[config.mk]
export PLATFORM = sky130hd
export DESIGN_NAME = simple_mem_arbiter_flat
export DESIGN_NICKNAME = d
export VERILOG_FILES = /design/src/rtl/simple_cpu_pkg.sv /design/src/rtl/simple_mem_arbiter_if.sv /design/src/rtl/rr_grant2.sv /design/src/rtl/simple_mem_arbiter.sv /design/src/flat_wrapper.sv
export SDC_FILE = /design/constraint.sdc
export NUM_CORES = 1
export LEC_CHECK = 0
export CORE_ASPECT_RATIO = 0.9
export CORE_MARGIN = 1
export CORE_UTILIZATION = 35
export CTS_CLUSTER_SIZE = 24
export DETAILED_ROUTE_END_ITERATION = 7
export GPL_TIMING_DRIVEN = 0
export PLACE_DENSITY = 0.77
export SETUP_SLACK_MARGIN = 0.15
export SLEW_MARGIN = 15
export SYNTH_ARGS = -nofsm -noshare
export SYNTH_HDL_FRONTEND = slang
export SYNTH_SLANG_ARGS = --single-unit
export TNS_END_PERCENT = 20
[constraint.sdc]
create_clock -name clk -period 3.57 [get_ports clk]
set_clock_uncertainty 0.05 [all_clocks]
set_input_delay 0.5355 -clock clk [delete_from_list [all_inputs] [get_ports clk]]
set_output_delay 0.5355 -clock clk [all_outputs]
set_load 0.05 [all_outputs]
[src/rtl/simple_cpu_pkg.sv]
`default_nettype none
// ============================================================================
//  Module      : simple_cpu_pkg
//  Description : Shared encodings for the simple CPU memory path: arbiter
//                FSM state codes, transaction owner codes and default bus
//                widths.
//  Revision    : 1.0 - initial release
// ============================================================================
package simple_cpu_pkg;

    localparam int unsigned DEF_ADDR_W = 32;
    localparam int unsigned DEF_DATA_W = 32;

    // Arbiter FSM state encoding
    localparam int unsigned STATE_W = 2;
    localparam logic [STATE_W-1:0] IDLE = 2'd0;
    localparam logic [STATE_W-1:0] REQ  = 2'd1;
    localparam logic [STATE_W-1:0] RESP = 2'd2;

    // Owner of the in-flight transaction
    localparam logic OWN_INST = 1'b0;
    localparam logic OWN_DATA = 1'b1;

endpackage
`default_nettype wire

[src/rtl/simple_mem_arbiter_if.sv]
`default_nettype none
// ============================================================================
//  Module      : simple_mem_arbiter_if
//  Description : Bundle of every handshake/bus signal around the memory
//                arbiter: fetch request, load/store request, shared response
//                data and the downstream memory port.
//  Modports    : master - arbiter side (answers requesters, drives memory)
//                slave  - environment side (CPU requesters and memory)
//  Revision    : 1.0 - initial release
// ============================================================================
interface simple_mem_arbiter_if #(
    parameter int ADDR_W = 32,
    parameter int DATA_W = 32
);
    // Fetch requester
    logic                  inst_req_valid;
    logic                  inst_req_ready;
    logic [ADDR_W-1:0]     inst_addr;
    logic                  inst_rsp_valid;
    // Load/store requester
    logic                  data_req_valid;
    logic                  data_req_ready;
    logic [ADDR_W-1:0]     data_addr;
    logic                  data_wen;
    logic [DATA_W/8-1:0]   data_wstrb;
    logic [DATA_W-1:0]     data_wdata;
    logic                  data_rsp_valid;
    // Shared response data
    logic [DATA_W-1:0]     rsp_rdata;
    // Downstream memory port
    logic                  mem_req_valid;
    logic                  mem_req_ready;
    logic [ADDR_W-1:0]     mem_addr;
    logic                  mem_wen;
    logic [DATA_W/8-1:0]   mem_wstrb;
    logic [DATA_W-1:0]     mem_wdata;
    logic                  mem_rdata_valid;
    logic [DATA_W-1:0]     mem_rdata;
    logic                  mem_rdata_ready;

    modport master (
        input  inst_req_valid, inst_addr,
        input  data_req_valid, data_addr, data_wen, data_wstrb, data_wdata,
        input  mem_req_ready, mem_rdata_valid, mem_rdata,
        output inst_req_ready, inst_rsp_valid,
        output data_req_ready, data_rsp_valid, rsp_rdata,
        output mem_req_valid, mem_addr, mem_wen, mem_wstrb, mem_wdata,
        output mem_rdata_ready
    );

    modport slave (
        output inst_req_valid, inst_addr,
        output data_req_valid, data_addr, data_wen, data_wstrb, data_wdata,
        output mem_req_ready, mem_rdata_valid, mem_rdata,
        input  inst_req_ready, inst_rsp_valid,
        input  data_req_ready, data_rsp_valid, rsp_rdata,
        input  mem_req_valid, mem_addr, mem_wen, mem_wstrb, mem_wdata,
        input  mem_rdata_ready
    );

endinterface
`default_nettype wire

[src/rtl/rr_grant2.sv]
`default_nettype none
// ============================================================================
//  Module      : rr_grant2
//  Description : Two-way round-robin chooser between the fetch and the
//                load/store requester.
//  Ports       : inst_valid  - fetch requester valid
//                data_valid  - load/store requester valid
//                last_data   - 1 when the previous grant went to load/store
//                grant_data  - 1 selects load/store, 0 selects fetch
//  Revision    : 1.0 - initial release
// ============================================================================
module rr_grant2 (
    input  logic inst_valid,
    input  logic data_valid,
    input  logic last_data,
    output logic grant_data
);

    // Data wins when it is alone, or on a tie when fetch was served last.
    always_comb begin
        grant_data = data_valid && (!inst_valid || !last_data);
    end

endmodule
`default_nettype wire

[src/rtl/simple_mem_arbiter.sv]
`default_nettype none
// ============================================================================
//  Module      : simple_mem_arbiter
//  Description : Shares one memory port between the instruction-fetch and
//                load/store requesters. One transaction at a time, round-robin
//                on ties. Stores complete without a response pulse; loads and
//                fetches return registered data on rsp_rdata with a one-cycle
//                pulse on the owner's *_rsp_valid.
//  Ports       : clk - rising-edge clock
//                rst - asynchronous active-high reset
//                bus - simple_mem_arbiter_if.master (all request/response
//                      and downstream memory signals)
//  Revision    : 1.0 - initial release
// ============================================================================
module simple_mem_arbiter
    import simple_cpu_pkg::*;
#(
    parameter int ADDR_W = DEF_ADDR_W,
    parameter int DATA_W = DEF_DATA_W
) (
    input  logic                 clk,
    input  logic                 rst,
    simple_mem_arbiter_if.master bus
);

    localparam int STRB_W = DATA_W / 8;

    logic [STATE_W-1:0] state_q, state_d;
    logic               owner_q, owner_d;
    logic               last_data_q, last_data_d;
    logic [ADDR_W-1:0]  addr_q, addr_d;
    logic               wen_q, wen_d;
    logic [STRB_W-1:0]  wstrb_q, wstrb_d;
    logic [DATA_W-1:0]  wdata_q, wdata_d;
    logic [DATA_W-1:0]  rsp_rdata_q, rsp_rdata_d;
    logic               inst_rsp_valid_q, inst_rsp_valid_d;
    logic               data_rsp_valid_q, data_rsp_valid_d;

    logic grant_data;
    logic any_valid;
    logic accept;

    rr_grant2 u_rr_grant2 (
        .inst_valid (bus.inst_req_valid),
        .data_valid (bus.data_req_valid),
        .last_data  (last_data_q),
        .grant_data (grant_data)
    );

    always_comb begin
        any_valid = bus.inst_req_valid || bus.data_req_valid;
        accept    = (state_q == IDLE) && any_valid;
    end

    // ---------------- state register (plus datapath flops) -----------------
    always_ff @(posedge clk or posedge rst) begin
        if (rst) begin
            state_q          <= IDLE;
            owner_q          <= OWN_INST;
            last_data_q      <= 1'b1;
            addr_q           <= '0;
            wen_q            <= 1'b0;
            wstrb_q          <= '0;
            wdata_q          <= '0;
            rsp_rdata_q      <= '0;
            inst_rsp_valid_q <= 1'b0;
            data_rsp_valid_q <= 1'b0;
        end else begin
            state_q          <= state_d;
            owner_q          <= owner_d;
            last_data_q      <= last_data_d;
            addr_q           <= addr_d;
            wen_q            <= wen_d;
            wstrb_q          <= wstrb_d;
            wdata_q          <= wdata_d;
            rsp_rdata_q      <= rsp_rdata_d;
            inst_rsp_valid_q <= inst_rsp_valid_d;
            data_rsp_valid_q <= data_rsp_valid_d;
        end
    end

    // ---------------- next-state logic --------------------------------------
    always_comb begin
        state_d = state_q;
        case (state_q)
            IDLE:    if (any_valid)           state_d = REQ;
            // Stores finish at the request handshake; reads wait for data.
            REQ:     if (bus.mem_req_ready)   state_d = wen_q ? IDLE : RESP;
            RESP:    if (bus.mem_rdata_valid) state_d = IDLE;
            default:                          state_d = IDLE;
        endcase
    end

    // ---------------- datapath next values ----------------------------------
    always_comb begin
        owner_d          = owner_q;
        last_data_d      = last_data_q;
        addr_d           = addr_q;
        wen_d            = wen_q;
        wstrb_d          = wstrb_q;
        wdata_d          = wdata_q;
        rsp_rdata_d      = rsp_rdata_q;
        inst_rsp_valid_d = 1'b0;
        data_rsp_valid_d = 1'b0;

        if (accept) begin
            owner_d     = grant_data ? OWN_DATA : OWN_INST;
            last_data_d = grant_data;
            if (grant_data) begin
                addr_d  = bus.data_addr;
                wen_d   = bus.data_wen;
                wstrb_d = bus.data_wstrb;
                wdata_d = bus.data_wdata;
            end else begin
                // Fetches are always reads with no byte lanes enabled.
                addr_d  = bus.inst_addr;
                wen_d   = 1'b0;
                wstrb_d = '0;
                wdata_d = '0;
            end
        end

        if ((state_q == RESP) && bus.mem_rdata_valid) begin
            rsp_rdata_d      = bus.mem_rdata;
            inst_rsp_valid_d = (owner_q == OWN_INST);
            data_rsp_valid_d = (owner_q == OWN_DATA);
        end
    end

    // ---------------- outputs -----------------------------------------------
    always_comb begin
        // Gated by rst so no requester sees a grant while reset is held.
        bus.inst_req_ready  = !rst && accept && !grant_data;
        bus.data_req_ready  = !rst && accept &&  grant_data;
        bus.mem_req_valid   = (state_q == REQ);
        bus.mem_rdata_ready = (state_q == RESP);
        bus.mem_addr        = addr_q;
        bus.mem_wen         = wen_q;
        bus.mem_wstrb       = wstrb_q;
        bus.mem_wdata       = wdata_q;
        bus.rsp_rdata       = rsp_rdata_q;
        bus.inst_rsp_valid  = inst_rsp_valid_q;
        bus.data_rsp_valid  = data_rsp_valid_q;
    end

endmodule
`default_nettype wire

[src/flat_wrapper.sv]
// flat-port wrapper written by rule: the top's interface ports become plain ports
module simple_mem_arbiter_flat import simple_cpu_pkg::*;
#(
    parameter int ADDR_W = DEF_ADDR_W,
    parameter int DATA_W = DEF_DATA_W
)
  (clk, rst, bus_inst_req_valid, bus_inst_addr, bus_data_req_valid, bus_data_addr, bus_data_wen, bus_data_wstrb, bus_data_wdata, bus_mem_req_ready, bus_mem_rdata_valid, bus_mem_rdata, bus_inst_req_ready, bus_inst_rsp_valid, bus_data_req_ready, bus_data_rsp_valid, bus_rsp_rdata, bus_mem_req_valid, bus_mem_addr, bus_mem_wen, bus_mem_wstrb, bus_mem_wdata, bus_mem_rdata_ready);
  simple_mem_arbiter_if #(.ADDR_W(ADDR_W), .DATA_W(DATA_W)) bus_i ();
  input  logic clk;
  input  logic rst;
  input wire logic [$bits(bus_i.inst_req_valid)-1:0] bus_inst_req_valid;
  input wire logic [$bits(bus_i.inst_addr)-1:0] bus_inst_addr;
  input wire logic [$bits(bus_i.data_req_valid)-1:0] bus_data_req_valid;
  input wire logic [$bits(bus_i.data_addr)-1:0] bus_data_addr;
  input wire logic [$bits(bus_i.data_wen)-1:0] bus_data_wen;
  input wire logic [$bits(bus_i.data_wstrb)-1:0] bus_data_wstrb;
  input wire logic [$bits(bus_i.data_wdata)-1:0] bus_data_wdata;
  input wire logic [$bits(bus_i.mem_req_ready)-1:0] bus_mem_req_ready;
  input wire logic [$bits(bus_i.mem_rdata_valid)-1:0] bus_mem_rdata_valid;
  input wire logic [$bits(bus_i.mem_rdata)-1:0] bus_mem_rdata;
  output wire logic [$bits(bus_i.inst_req_ready)-1:0] bus_inst_req_ready;
  output wire logic [$bits(bus_i.inst_rsp_valid)-1:0] bus_inst_rsp_valid;
  output wire logic [$bits(bus_i.data_req_ready)-1:0] bus_data_req_ready;
  output wire logic [$bits(bus_i.data_rsp_valid)-1:0] bus_data_rsp_valid;
  output wire logic [$bits(bus_i.rsp_rdata)-1:0] bus_rsp_rdata;
  output wire logic [$bits(bus_i.mem_req_valid)-1:0] bus_mem_req_valid;
  output wire logic [$bits(bus_i.mem_addr)-1:0] bus_mem_addr;
  output wire logic [$bits(bus_i.mem_wen)-1:0] bus_mem_wen;
  output wire logic [$bits(bus_i.mem_wstrb)-1:0] bus_mem_wstrb;
  output wire logic [$bits(bus_i.mem_wdata)-1:0] bus_mem_wdata;
  output wire logic [$bits(bus_i.mem_rdata_ready)-1:0] bus_mem_rdata_ready;
  assign bus_i.inst_req_valid = bus_inst_req_valid;
  assign bus_i.inst_addr = bus_inst_addr;
  assign bus_i.data_req_valid = bus_data_req_valid;
  assign bus_i.data_addr = bus_data_addr;
  assign bus_i.data_wen = bus_data_wen;
  assign bus_i.data_wstrb = bus_data_wstrb;
  assign bus_i.data_wdata = bus_data_wdata;
  assign bus_i.mem_req_ready = bus_mem_req_ready;
  assign bus_i.mem_rdata_valid = bus_mem_rdata_valid;
  assign bus_i.mem_rdata = bus_mem_rdata;
  assign bus_inst_req_ready = bus_i.inst_req_ready;
  assign bus_inst_rsp_valid = bus_i.inst_rsp_valid;
  assign bus_data_req_ready = bus_i.data_req_ready;
  assign bus_data_rsp_valid = bus_i.data_rsp_valid;
  assign bus_rsp_rdata = bus_i.rsp_rdata;
  assign bus_mem_req_valid = bus_i.mem_req_valid;
  assign bus_mem_addr = bus_i.mem_addr;
  assign bus_mem_wen = bus_i.mem_wen;
  assign bus_mem_wstrb = bus_i.mem_wstrb;
  assign bus_mem_wdata = bus_i.mem_wdata;
  assign bus_mem_rdata_ready = bus_i.mem_rdata_ready;
  simple_mem_arbiter #(.ADDR_W(ADDR_W), .DATA_W(DATA_W)) u_core (.clk(clk), .rst(rst), .bus(bus_i));
endmodule
### Word-level counts from Yosys, hierarchy flattened

Index checks and enable logic that the tools add are counted.

| storage, ports and cells | value |
|---|---|
| latch bits | 0 |
| word-level logic and storage cells | 42 |
| memories kept | 0 |
| bits in registers | 107 |
| RAM bits | 0 |
| output and inout bits | 107 |
| bits in read-only memories | 0 |

| cells by class | value |
|---|---|
| order comparisons | 0 |
| bitwise logic cells | 1 |
| div/mod/pow operators | 0 |
| shift operators | 0 |
| equal/unequal tests | 5 |
| multipliers | 0 |
| muxes and demuxes | 12 |
| reductions and logical operators | 14 |
| $add $sub $neg | 0 |

Operators by type and width:

| kind | number |
|---|---|
| $mux 32 | 2 |
| $mux 2 | 4 |
| $logic_and 1x1->1 | 6 |
| $pmux 2 s3 | 1 |
| $logic_not 1->1 | 4 |
| $mux 1 | 4 |
| $mux 4 | 1 |
| $ne 2x2->1 const B | 2 |
| $reduce_and 3->1 | 1 |
| $eq 2x1->1 const B | 1 |
| $eq 2x2->1 const B | 1 |
| $logic_not 2->1 | 1 |
| $logic_or 1x1->1 | 2 |
| $ne 2x1->1 const B | 1 |
| $not 1->1 | 1 |

### Logic depth before layout (Yosys ltp)

Gate-level depths: netlist of run 1.

| logic depth | value |
|---|---|
| word-level depth | 5 |
| gate-level depth with buffers | 6 |

### Modules after synthesis

Synthesis of run 1 repeated with hierarchy kept, for this count alone.

| unflattened totals | value |
|---|---|
| cell total of the unflattened synthesis | 351 |
| area, all modules | 4,824.6 µm² |

Modules (own cells, without submodules):

| module | sequential area each (µm²) | cells an instance | instances | area each (µm²) |
|---|---|---|---|---|
| simple_mem_arbiter | 2,678.8 | 350 | 1 | 4,813.4 |
| rr_grant2 | 0.0 | 1 | 1 | 11.3 |

### Worst setup path before layout of run 1

No wires, ideal clock.

| timing path | value |
|---|---|
| kind | in2out |
| start point | input port bus_data_req_valid |
| end point | output port bus_inst_req_ready |
| cell stages on the path | 4 |
| data arrival time | 2,166 ps |
| path slack | 819 ps |
| buffers on the path | 2 |
| cells stage by stage | a21bo_1 -> buf_6 -> buf_6 -> nor3b_1 |

| between the ends | value |
|---|---|
| longest elaborated chain between the ends | 4 |
| elaborated cells between the ends (all ways) | 6 |
| classes of those cells | reduce/logical: 6 |

Ends and longest elaborated chain:

| what | line | source |
|---|---|---|
| from (decl) | flat_wrapper.sv:13 | `input wire logic [$bits(bus_i.data_req_valid)-1:0] bus_data_req_valid;` |
| $logic_or 1x1->1 | simple_mem_arbiter.sv:51 | `any_valid = bus.inst_req_valid \|\| bus.data_req_valid;` |
| $logic_and 1x1->1 | simple_mem_arbiter.sv:52 | `accept = (state_q == IDLE) && any_valid;` |
| $logic_and 1x1->1 | simple_mem_arbiter.sv:133 | `bus.inst_req_ready = !rst && accept && !grant_data;` |
| $logic_and 1x1->1 * | simple_mem_arbiter.sv:133 |  |
| to (decl) | flat_wrapper.sv:21 | `output wire logic [$bits(bus_i.inst_req_ready)-1:0] bus_inst_req_ready;` |

Every way passes the cells marked *; elsewhere a longest branch is shown, timed or not.

### Final worst setup path of run 1

| timing path | value |
|---|---|
| start point | input port bus_inst_req_valid |
| end point | output port bus_inst_req_ready |

| between the ends | value |
|---|---|
| longest elaborated chain between the ends | 5 |
| elaborated cells between the ends (all ways) | 8 |
| classes of those cells | reduce/logical: 8 |

Ends and longest elaborated chain:

| what | line | source |
|---|---|---|
| from (decl) | flat_wrapper.sv:11 | `input wire logic [$bits(bus_i.inst_req_valid)-1:0] bus_inst_req_valid;` |
| $logic_not 1->1 | rr_grant2.sv:21 | `grant_data = data_valid && (!inst_valid \|\| !last_data);` |
| $logic_or 1x1->1 | rr_grant2.sv:21 |  |
| $logic_and 1x1->1 | rr_grant2.sv:21 |  |
| $logic_not 1->1 | simple_mem_arbiter.sv:133 |  |
| $logic_and 1x1->1 * | simple_mem_arbiter.sv:133 |  |

Marked as above.

==> results.toml, run 1 <==
[pwr]
powerDensity_nw_per_um2 = 1080
leakagePower_uw = 0.003238
vdd_drop_max_v = 0.0007048
power_uw = 8052

[setup_path]
startpoint_type = "input pin"
cpMaxStageDelayCell = "clkdlybuf4s50_1"
critPathMaxFanout = 10
max_stage_delay_ns = 0.84
r2r-start = "u_core.state_q[0]$_DFFE_PP0P_"
worstSetupEndpointType = "output port"
crit_chain = "clkdlybuf4s50_1, a21bo_1, buf_6, buf_6, nor3b_1, clkdlybuf4s50_1"
regToRegEndpoint = "u_core.bus.mem_addr[27]$_DFFE_PP0P_"
rrSetupSlack_ns = 1.71
arrival_ns = 2.55
cp.required_ns = 2.98
ff2ff_path_depth = 5
crit_type = "in -> out"

[global_route]
grt_overflow = 0
grt_max_degree = 70
antenna_found_initial = 0
grt_pass1_wl_mm = 18.56
grt_pass1_vias = 3529
grt_use_total_pct = 18.62

[synth]
ys_seq_area_share_pct = 60.65
synth-seq-cells = 107
synth.avg_cell_area_um2 = 15.89
synth_nets = 417
synth.distinct_cells = 23
netlist_instances = 278
ys_warn_count = 0
synth_area_um2 = 4417

[route]
wl_per_cell_um = 17.10
routed_via_density = 4.734
drc = 0
routed_wl_mm = 11.96
ant_nets = 0
drtIter0Drc = 91
drtPass1Iterations = 4
num_vias = 3309

[clock_tree]
cts_made_buffers = 9
clk_pin_slew_worst_paths_ns = 0.07
insertion_delay_ns = 0.35
clock_sinks = 107
cts_root_buffer = "clkbuf_16"
cts_tree = "done"
cts_max_level = 3
clock_path_buffers = 2

[floorplanning]
pin_count = 246
core_area_um2 = 12170
dieWidth_um = 120.4
rows = 38
dieArea_um2 = 13070
start_util_pct = 36.29
die_h_um = 108.6

[final_layout]
final_cell_area_um2 = 7457
areaGrowthSynthToFinish_pct = 68.84
drive_above_1_share_pct = 23.75
final_common_cell = "clkdlybuf4s50_1"
final_cell_mix = "245 x clkdlybuf4s50_1, 106 x dfrtp_1, 68 x mux2_2, 37 x a22o_1, 28 x mux2_4"
fillerInstances = 980
nNetsFinal = 673
finalNonFillerCells = 699
diodes = 0

[placement]
place_area_um2 = 7102
hpwl_mm = 9.090
dp_cells = 684
dp_slack_ns = 0.1741
numPortBuffers = 245
gp_congestion = 0.6971

[timing]
rsz0062_at_grt = "false"
fmax_mhz = 318.5
holdWs_ns = 0.4027
drv_slew = 0
worst_pin_slew_ns = 0.5477
final.setup.worst_slack_ns = 0.4306
hold_viol_final = 0
period_minus_slack_ns = 3.139
fin_crit_sh_pct = 87.94
finalSetupViolations = 0
slew_headroom_pct = 63.37

[hold_path]
worstHoldStart = "u_core.owner_q$_DFFE_PP0P_"
worstHoldPathType = "reg -> reg"
whs_path_depth = 1
holdPathEnd = "u_core.bus.inst_rsp_valid$_DFF_PP0_"

[job]
drv_cap = 0

[run_status]
outcome = "completed"
## layer usage
layer,global-route usage (%),vias to the layer above,share of wire [%]
met5,0,-,0
met4,6.966,0,2.0
met3,6.751,20,9.4
met2,32.88,149,50
met1,20.55,1615,39
li1,-,1525,-
## cell type report
type | count | area [µm²] | area share (%)
flip-flops and latches | 107 | 2679 | 35.92
repair buffers | 246 | 2480 | 33.26
multi-input cells | 148 | 1609 | 21.58
clock buffers | 11 | 252.7 | 3.389
well taps | 160 | 200.2 | 2.685
plain buffers | 18 | 110.1 | 1.477
clock inverters | 5 | 106.4 | 1.426
inverters | 4 | 20.02 | 0.2685
## worst max path at each step
| stage | cells past startpoint | endpoint | from | slack, ns |
|---|---|---|---|---|
| after floorplan | 1 | u_core.bus.data_rsp_valid$_DFF_PP0_ | rst | 0.17 |
| after global placement | 2 | u_core.bus.mem_addr[11]$_DFFE_PP0P_ | rst | -1.42 |
| after detailed placement | 6 | bus_inst_req_ready | bus_inst_req_valid | 0.17 |
| after CTS | 6 | bus_inst_req_ready | bus_inst_req_valid | 0.16 |
| after global routing | 5 | bus_inst_req_ready | bus_inst_req_valid | 0.34 |
| final | 6 | bus_inst_req_ready | bus_inst_req_valid | 0.43 |
## flip-flops by register name (all words and copies together) (netlist names)
signal,cells
u_core.bus.rsp_rdata,32
u_core.state_q,2
u_core.last_data_q,1
u_core.bus.mem_wen,1
u_core.bus.mem_wstrb,4
u_core.bus.data_rsp_valid,1
u_core.owner_q,1
u_core.bus.mem_addr,32
u_core.bus.inst_rsp_valid,1
u_core.bus.mem_wdata,32
## critical path: cells and delay by family
family                 cells  cell delay [ns]
AOI/OAI and AO/OA          1             0.13
and+or+nand+nor            1             0.22
buffers and inverters      4             1.66
## synth_stat cells
cell,number,area (µm²)
and3_1,1,6.260
nand2b_1,1,6.260
buf_4,1,7.510
a21o_1,2,15.01
inv_1,4,15.01
clkbuf_1,2,7.510
buf_2,7,35.03
buf_1,5,18.77
and2b_1,1,7.510
buf_6,4,45.04
a22o_1,37,324.1
nor3_2,1,10.01
o21ai_0,2,10.01
mux2_4,28,420.4
a21bo_1,1,10.01
nor3b_1,1,7.510
nor2_1,2,7.510
mux2_2,68,765.7
nor3_1,1,5.000
a32o_1,1,10.01
dfrtp_1,106,2653
nand2_1,1,3.750
dfstp_2,1,26.28
## cells by family after synthesis
kind of cell	count (synthesis)	synth area share, %
AOI/OAI and AO/OA	43	8.357
DFF	107	60.65
muxes	96	26.86
and+or+nand+nor	9	1.218
buffers and inverters	23	2.918
## through the flow
step | utilization [%] | TNS, ns
final | 61.27 | 0
after global routing | 61.27 | 0
after CTS | 61.30 | 0
after detailed placement | 58.35 | 0
after floorplan | - | 0
after global placement | 58.08 | -150.13
## power breakdown
| part | switching [µW] | leakage, µW | internal, µW |
|---|---|---|---|
| Combinational | 2930 | 0.00175 | 1810 |
| Clock | 439 | 0.000172 | 726 |
| Sequential | 325 | 0.00132 | 1820 |
| Total | 3690 | 0.00324 | 4360 |
## repair_timing
item / in CTS / in global routing
gates resized for setup: 0 / 0
setup buffers: 0 / 0
hold buffers: 0 / 0
setup endpoints to repair: 0 / 2
Note: power is estimated with default switching activity, not from simulation.
==> run 2: changes to the inputs <==
--- a/config.mk
+++ b/config.mk
@@ -7,12 +7,13 @@
 export LEC_CHECK = 0
 export CORE_ASPECT_RATIO = 0.9
 export CORE_MARGIN = 1
-export CORE_UTILIZATION = 35
+export CORE_UTILIZATION = 39
 export CTS_CLUSTER_SIZE = 24
 export DETAILED_ROUTE_END_ITERATION = 7
 export GPL_TIMING_DRIVEN = 0
-export PLACE_DENSITY = 0.77
+export PLACE_DENSITY = 0.81
 export SETUP_SLACK_MARGIN = 0.15
+export SKIP_CTS_REPAIR_TIMING = 1
 export SLEW_MARGIN = 15
 export SYNTH_ARGS = -nofsm -noshare
 export SYNTH_HDL_FRONTEND = slang
==> constraint.sdc (replaced) <==
create_clock -name clk -period 3.4 [get_ports clk]
set_clock_uncertainty 0.05 [all_clocks]
set_input_delay 0.51 -clock clk [delete_from_list [all_inputs] [get_ports clk]]
set_output_delay 0.51 -clock clk [all_outputs]
set_load 0.05 [all_outputs]
==> results.toml, run 2 (synthesized netlist as in run 1, its figures left out) <==
[timing]
drv_slew = 0
fin_crit_sh_pct = 89.70
hold_viol_final = 0
finalSetupViolations = 0
holdWs_ns = 0.4068
finalSetupTns_ns = 0
fmax_mhz = 327.9
worst_pin_slew_ns = 0.5500
rsz0062_at_grt = "false"
slew_headroom_pct = 63.22
period_minus_slack_ns = 3.050

[placement]
gp_congestion = 0.6912
hpwl_mm = 9.369
dp_cells = 678
numPortBuffers = 245
place_area_um2 = 7123

[final_layout]
final_cell_area_um2 = 7460
final_common_cell = "clkdlybuf4s50_1"
drive_above_1_share_pct = 24.03
nNetsFinal = 675
final_cell_mix = "244 x clkdlybuf4s50_1, 106 x dfrtp_1, 68 x mux2_2, 37 x a22o_1, 28 x mux2_4"
fillerInstances = 800
multi_input_area_um2 = 1609
areaGrowthSynthToFinish_pct = 68.90
register_area_um2 = 2679
diodes = 0
finalNonFillerCells = 693
final_util_pct = 68.15

[global_route]
grt_overflow = 0
use_met2_pct = 36.97
use_met1_pct = 23.01
grt_use_total_pct = 20.42
antenna_found_initial = 0
busiest_layer = "met2"
met3_usage_pct = 6.055
grt_max_degree = 38
grt_pass1_wl_mm = 18.24
grt_pass1_vias = 3530

[setup_path]
worstSetupEndpointType = "output port"
arrival_ns = 2.49
r2r-start = "u_core.state_q[0]$_DFFE_PP0P_"
cp.required_ns = 2.84
ff2ff_path_depth = 5
max_stage_delay_ns = 0.83
rrSetupSlack_ns = 1.49
crit_family = "buffers and inverters"
crit_chain = "clkdlybuf4s50_1, a21bo_1, buf_6, buf_6, nor3_1, clkdlybuf4s50_1"
regToRegEndpoint = "u_core.bus.mem_addr[26]$_DFFE_PP0P_"
critPathMaxFanout = 10
crit_type = "in -> out"
startpoint_type = "input pin"
crit_buf_inv = 4
cpMaxStageDelayCell = "clkdlybuf4s50_1"

[route]
routed_wl_mm = 12.01
routed_via_density = 4.782
drtPass1Iterations = 4
num_vias = 3314
drtIter0Drc = 66
wl_per_cell_um = 17.33
ant_nets = 0
drc = 0

[pwr]
p_seq_share_pct = 26.9
vdd_drop_max_v = 0.0006752
power_frac_clock_pct = 13.7
leakagePower_uw = 0.003255
p_int_uw = 4474
powerDensity_nw_per_um2 = 1122
p_sw_uw = 3893
combinationalPowerShare_pct = 59.4
p_sw_share_pct = 46.53

[floorplanning]
pin_count = 246
start_util_pct = 40.35
dieArea_um2 = 11760
core_area_um2 = 10950
rows = 36
dieWidth_um = 114.2
die_h_um = 103.0

[clock_tree]
cts_tree = "done"
cts_max_level = 3
clk_pin_slew_worst_paths_ns = 0.07
clock_path_buffers = 2
clock_sinks = 107
cts_root_buffer = "clkbuf_16"
insertion_delay_ns = 0.34
cts_made_buffers = 9

[run_status]
outcome = "completed"

[job]
drv_cap = 0

[hold_path]
worstHoldPathType = "in -> async"
## run 2: how the worst max path moves through the flow
| stage | from | to | slack (ns) | cells after the start |
|---|---|---|---|---|
| CTS | bus_inst_req_valid | bus_inst_req_ready | -0.03 | 6 |
| finish | bus_data_req_valid | bus_data_req_ready | 0.35 | 6 |
| global route | bus_inst_req_valid | bus_data_req_ready | 0.22 | 5 |
| global placement | bus_inst_req_valid | bus_inst_req_ready | -0.02 | 6 |
| detailed placement | bus_inst_req_valid | bus_inst_req_ready | -0.02 | 6 |
| floorplan | bus_data_req_valid | bus_inst_req_ready | 0.70 | 4 |
## run 2: routing by layer
metal / share of wire (%) / vias to the layer above
met5: 0 / -
met4: 1.7 / 0
met3: 7.1 / 16
met2: 52 / 140
met1: 39 / 1632
li1: - / 1526
## run 2: worst reg2reg max path, delay by kind of cell (launching register included)
family                 cells  cell delay, ns
buffers and inverters      2            0.75
flip-flops                 1            0.41
multiplexers               1            0.37
AO/OA/AOI/OAI              1            0.14
AND/OR/NAND/NOR            1            0.08
## run 2: final cells by class
type                            count  area share [%]
Sequential cell                   107           35.91
Timing Repair Buffer              248           33.71
Multi-Input combinational cell    148           21.57
Clock buffer                        9           3.019
Tap cell                          152           2.549
Clock inverter                      7           1.510
Buffer                             18           1.476
Inverter                            4          0.2516
## run 2: stage by stage
| step | total power [µW] | setup WS, ns |
|---|---|---|
| floorplan | 5524 | 0.6998 |
| global placement | 7182 | -0.01623 |
| detailed placement | 7271 | -0.02365 |
| global route | 8724 | 0.2200 |
| finish | 8366 | 0.3503 |
| CTS | 8440 | -0.02713 |
## run 2: power by group through the flow
stage | Clock (µW) | Combinational [µW] | Sequential (µW)
2_1_floorplan | 0 | 1160 | 4370
3_3_place_gp | 0 | 4950 | 2230
3_5_place_dp | 0 | 5010 | 2260
4_1_cts | 1170 | 5020 | 2250
5_1_grt | 1230 | 5170 | 2330
6_report | 1150 | 4970 | 2250
==> run 3: changes to the inputs <==
--- a/config.mk
+++ b/config.mk
@@ -5,6 +5,7 @@
 export SDC_FILE = /design/constraint.sdc
 export NUM_CORES = 1
 export LEC_CHECK = 0
+export ABC_AREA = 0
 export CORE_ASPECT_RATIO = 0.9
 export CORE_MARGIN = 1
 export CORE_UTILIZATION = 39
==> results of run 3 <==
The final DEF is identical to that of run 2; final timing and power are the same.
